[config.mk]
export PLATFORM = sky130hd
export DESIGN_NAME = retospect_bs_loader
export DESIGN_NICKNAME = d
export VERILOG_FILES = /design/src/rtl/retospect_bs_loader.sv
export SDC_FILE = /design/constraint.sdc
export NUM_CORES = 1
export LEC_CHECK = 0
export ABC_AREA = 1
export CAP_MARGIN = 20
export CORE_MARGIN = 4
export CORE_UTILIZATION = 35
export DETAILED_ROUTE_END_ITERATION = 12
export PLACE_DENSITY = 0.56
export REMOVE_ABC_BUFFERS = 1
export SLEW_MARGIN = 10
export SYNTH_ARGS = -nofsm -noshare
export SYNTH_HDL_FRONTEND = slang
export SYNTH_SLANG_ARGS = --single-unit
[constraint.sdc]
create_clock -name clk -period 1.75 [get_ports clk]
set_input_delay 0.175 -clock clk [delete_from_list [all_inputs] [get_ports clk]]
set_output_delay 0.175 -clock clk [all_outputs]
set_load 0.1 [all_outputs]
[src/rtl/retospect_bs_loader.sv]
// Byte-stream to serial bitstream loader for a configuration scan chain, with
// optional capture of the bits shifted out of the chain's far end.
module retospect_bs_loader #(
    parameter int CHAIN_LEN = 523
) (
    input  logic       clk,
    input  logic       reset,
    input  logic       start,
    input  logic [7:0] s_data,
    input  logic       s_valid,
    output logic       s_ready,
    output logic [7:0] m_data,
    output logic       m_valid,
    input  logic       m_ready,
    input  logic       rb_en,
    output logic       config_en,
    output logic       bs_out,
    input  logic       bs_ret,
    output logic       reset_nn,
    output logic       busy,
    output logic       done
);
    localparam int CW = $clog2(CHAIN_LEN + 1);
    localparam logic [CW-1:0] LAST_BIT = CW'(CHAIN_LEN - 1);

    typedef enum logic [2:0] {IDLE, LOAD, SHIFT, GAP, ARM, FIN} state_t;

    state_t        state_q, state_d;
    logic          rb_en_q, rb_en_d;
    logic [CW-1:0] bit_cnt_q, bit_cnt_d;
    logic [7:0]    sreg_q, sreg_d;
    logic [7:0]    rb_q, rb_d;
    logic [7:0]    m_data_q, m_data_d;
    logic          m_valid_q, m_valid_d;
    logic          config_en_q, reset_nn_q, busy_q, done_q;
    logic          last_bit;

    assign last_bit = (bit_cnt_q == LAST_BIT);

    always_comb begin
        state_d   = state_q;
        rb_en_d   = rb_en_q;
        bit_cnt_d = bit_cnt_q;
        sreg_d    = sreg_q;
        rb_d      = rb_q;
        m_data_d  = m_data_q;
        m_valid_d = m_valid_q;
        if (m_valid_q && m_ready) begin
            m_valid_d = 1'b0;
        end
        case (state_q)
            IDLE: begin
                if (start) begin
                    rb_en_d   = rb_en;
                    bit_cnt_d = '0;
                    state_d   = LOAD;
                end
            end
            LOAD: begin
                if (s_valid && !m_valid_q) begin
                    sreg_d  = s_data;
                    rb_d    = '0;
                    state_d = SHIFT;
                end
            end
            SHIFT: begin
                sreg_d                 = {1'b0, sreg_q[7:1]};
                bit_cnt_d              = bit_cnt_q + 1'b1;
                rb_d[bit_cnt_q[2:0]]   = bs_ret;
                // Bytes stay aligned to the bit counter, so its low bits mark the byte end.
                if (bit_cnt_q[2:0] == 3'd7 || last_bit) begin
                    if (rb_en_q) begin
                        m_data_d  = rb_d;
                        m_valid_d = 1'b1;
                    end
                    state_d = last_bit ? GAP : LOAD;
                end
            end
            GAP: begin
                if (!m_valid_q) begin
                    state_d = ARM;
                end
            end
            ARM:     state_d = FIN;
            FIN:     state_d = IDLE;
            default: state_d = IDLE;
        endcase
    end

    always_ff @(posedge clk) begin
        if (reset) begin
            state_q     <= IDLE;
            rb_en_q     <= 1'b0;
            bit_cnt_q   <= '0;
            sreg_q      <= '0;
            rb_q        <= '0;
            m_data_q    <= '0;
            m_valid_q   <= 1'b0;
            config_en_q <= 1'b0;
            reset_nn_q  <= 1'b0;
            busy_q      <= 1'b0;
            done_q      <= 1'b0;
        end else begin
            state_q     <= state_d;
            rb_en_q     <= rb_en_d;
            bit_cnt_q   <= bit_cnt_d;
            sreg_q      <= sreg_d;
            rb_q        <= rb_d;
            m_data_q    <= m_data_d;
            m_valid_q   <= m_valid_d;
            config_en_q <= (state_d == SHIFT);
            reset_nn_q  <= (state_d == ARM);
            busy_q      <= (state_d != IDLE);
            done_q      <= (state_d == FIN);
        end
    end

    assign s_ready   = (state_q == LOAD) && !m_valid_q;
    assign m_data    = m_data_q;
    assign m_valid   = m_valid_q;
    assign config_en = config_en_q;
    // Hold the serial line low whenever the chain is not being clocked.
    assign bs_out    = config_en_q & sreg_q[0];
    assign reset_nn  = reset_nn_q;
    assign busy      = busy_q;
    assign done      = done_q;
endmodule

==> summary.txt <==
Detailed routing
  – DR vias/cell: roughly 4.5
  – Detail Route Antenna Nets: 0
  – Wire per inst: roughly 11 µm
  – Initial DRT Pass Iterations: 4
  – First DRT Iteration DRCs: 93
  – Vias: 1892
  – DRC: 0
  – DRT Wirelength: ~4500 µm

Global route
  – Gr usage total: 0.129
  – Largest net degree at the start of global routing: 26
  – Initial antenna violation count: 0
  – First-pass GRT wire length: 7760 µm
  – Grt total ovfl: 0
  – Vias in the first global route: 1733

CTS
  – Clock edge transition at the registers on the reported setup and hold paths: about 0.090 ns
  – H-Tree Depth: 2
  – Postcts setup bufs: 0
  – CTS Buffer Depth: 2
  – CTS Buf Count: 5
  – CTS tree: yes
  – Hold_buf cts: 0
  – Clock Root Buffer: clkbuf_8
  – Clock Latency Late Sink: 0.30 ns
  – Clk sinks: 43

Worst setup path
  – Crit Path Max Fanout: 10
  – Crit path cell chain: inv_2 -> ha_1 -> nand2_1 -> nor2_1 -> nand3_1 -> nand2_4 -> nand2_1 -> nand3_1 -> nand2_1 -> nand2_1
  – Worst EP arrival: about 1.7 ns
  – Cell with the largest stage delay on the worst path: dfxtp_1
  – Required @ worst endpoint: 1.95 ns
  – Critical Path Most Common Cell: nand2_1
  – Crit Path Class: reg2reg
  – Setup crit end kind: register
  – CP peak stage delay: roughly 0.47 ns
  – CP delay by family, top: simple AND/OR/NAND/NOR gates
  – CP Launch Type: register
  – Buf/Inv on CP: 1

STA
  – FMAX: between 600 and 700 MHz
  – Worst Tran Pin Value: 0.392 ns
  – RSZ-0062 raised after global routing: no
  – Final setup fails: 0
  – Final worst setup slack: 0.210 ns
  – Minimum clock period: 1.54 ns
  – Worst slew margin: 0.736
  – Max-slew violation count: 0
  – Final worst-path cycle share: 0.880
  – Setup tns final: 0 ns
  – Hold violation total from the final report: 0
  – Final clock skew: 0.00726 ns

Synth
  – Largest family of logic cells by synthesized area: simple AND/OR/NAND/NOR gates
  – Synth Area in Compound Gates: 0.112
  – Synth cell types: 27
  – Post-synthesis mux area share: 0
  – Synth top area cells: dfxtp_1 (40%), nand2_1 (11%), inv_1 (9.5%)
  – Cells after Synth: 309
  – Post-synth top area cell: dfxtp_1
  – Post-Synth Simple-Gate Area: 0.336
  – Post-synth top area share: 0.405
  – Post-synthesis average cell area: 6.88 µm²
  – Synth Cell Area: 2130 µm²
  – Register bit total from synthesis: 43
  – Post-Synth Adder-Cell Area: 0.0177
  – Yosys warns: 0
  – Synth Area in XOR/XNOR: 0
  – Sequential-to-total area share from yosys stat: 0.405

Floorplanning
  – Core area: about 6000 µm²
  – Die W: 85.9 µm
  – Die area: between 7000 and 8000 µm²
  – Die Y-Extent: about 86 µm
  – IO Count: 30
  – Initial Util: 0.359
  – Row count: 28

Final layout
  – Final nets: 359
  – Most common cell after layout, fill and taps aside: nand2_1
  – Final Util: 0.436
  – Commonest cells after routing, fill and taps aside: nand2_1 (62), inv_1 (53), nor2_1 (49)
  – Ant. Diodes: 0
  – Syn-to-layout area delta: 21.4%
  – Post-route cell area: 2580 µm²
  – Share of layout cells above drive strength 1: 0.129

Flow run
  – MaxCap Viol Count: 0

Power
  – Pleak: 1.10 nW
  – Worst vdd ir: 0.352 mV
  – Power density over the cells: about 730 nW/µm²

Worst hold path
  – Worst Hold Class: in2reg

Place
  – Placement Cell Area: 2490 µm²
  – Pre-CTS WS: 0.156 ns
  – Final Wtd Congestion: 0.790
  – # port buffers: 29
  – Final HPWL DP: 3310 µm

Run status
  – Status: completed
-- layout make-up --
class	count	area, µm²
fill	640	3340
clock buffer	6	72.6
clock inverter	2	12.5
timing repair buffer	34	328
multi-input combinational	200	996
tap	75	93.8
sequential	43	861
inverter	57	216
-- cells in the mapped netlist --
cell and number:
clkbuf_1 4, buf_2 1, o21ai_0 18, nor3_2 4, a21oi_1 11, dfxtp_1 43, buf_6 3, nand2_1 62
o221ai_1 4, nor2_1 49, nand4_1 11, nor3_1 2, nor3_4 1, nor2_2 4, ha_1 3, nand3_4 1
nand2_4 1, o22ai_1 7, buf_1 1, o21a_1 2, nand3_2 1, inv_2 2, nand3_1 17, nand2_2 1
inv_4 1, inv_1 54, nand3b_1 1
-- registers in the layout (all words and copies together) (netlist names), 3 cells and up --
signal	count
m_data	8
bit_cnt_q	10
state_q	3
rb_q	8
sreg_q	8
-- worst paths after layout --
check / slack (ns) / to / startpoint / cells after the start
setup / recovery: 0.21 / busy / bit_cnt_q[0] / 10
hold / removal: 0.46 / sreg_q[7] / s_data[7] / 3
setup reg to reg: 0.21 / busy / bit_cnt_q[0] / 10
hold reg to reg: 0.47 / sreg_q[7] / sreg_q[7] / 2
-- kinds of logic (layout without fill, tap and decap cells) --
group / after synthesis / in the layout
simple gates: 155 / 155
buf+inv: 66 / 99
compound gates: 42 / 42
fa+ha+maj: 3 / 3
flops: 43 / 43
-- metal layers --
metal | routed length [µm] | global-route usage
met5 | 0 | 0
met4 | 53 | 0.0432
met3 | 179 | 0.0250
met2 | 1940 | 0.205
met1 | 2380 | 0.176
-- worst reg2reg max path, stage by stage (launching register included) --
cell and delay (ns):
dfxtp_1 0.47, inv_2 0.11, ha_1 0.21, nand2_1 0.06, nor2_1 0.04, nand3_1 0.14
nand2_4 0.11, nand2_1 0.11, nand3_1 0.09, nand2_1 0.07, nand2_1 0.04
-- stage by stage --
step                hold slack, ns  cells  total power [mW]
floorplan                    0.244    300              1.19
global placement             0.453    409              1.28
detailed placement           0.461    409              1.28
CTS                          0.464    417              1.91
global route                 0.498    417              1.97
finish                       0.457    417              1.89
-- where the power goes --
group | leakage, nW | total [mW] | switching (mW) | internal [mW]
clock network | 0.0412 | 0.632 | 0.352 | 0.280
registers | 0.348 | 1.03 | 0.0244 | 1.00
logic | 0.712 | 0.230 | 0.144 | 0.0856
total | 1.10 | 1.89 | 0.521 | 1.37
-- what timing repair did --
item                       in CTS  in global routing
hold endpoints to repair        0                  0
setup endpoints to repair       0                  9
gates resized for setup         0                  2
No activity file was read; power rests on OpenSTA's default activity.
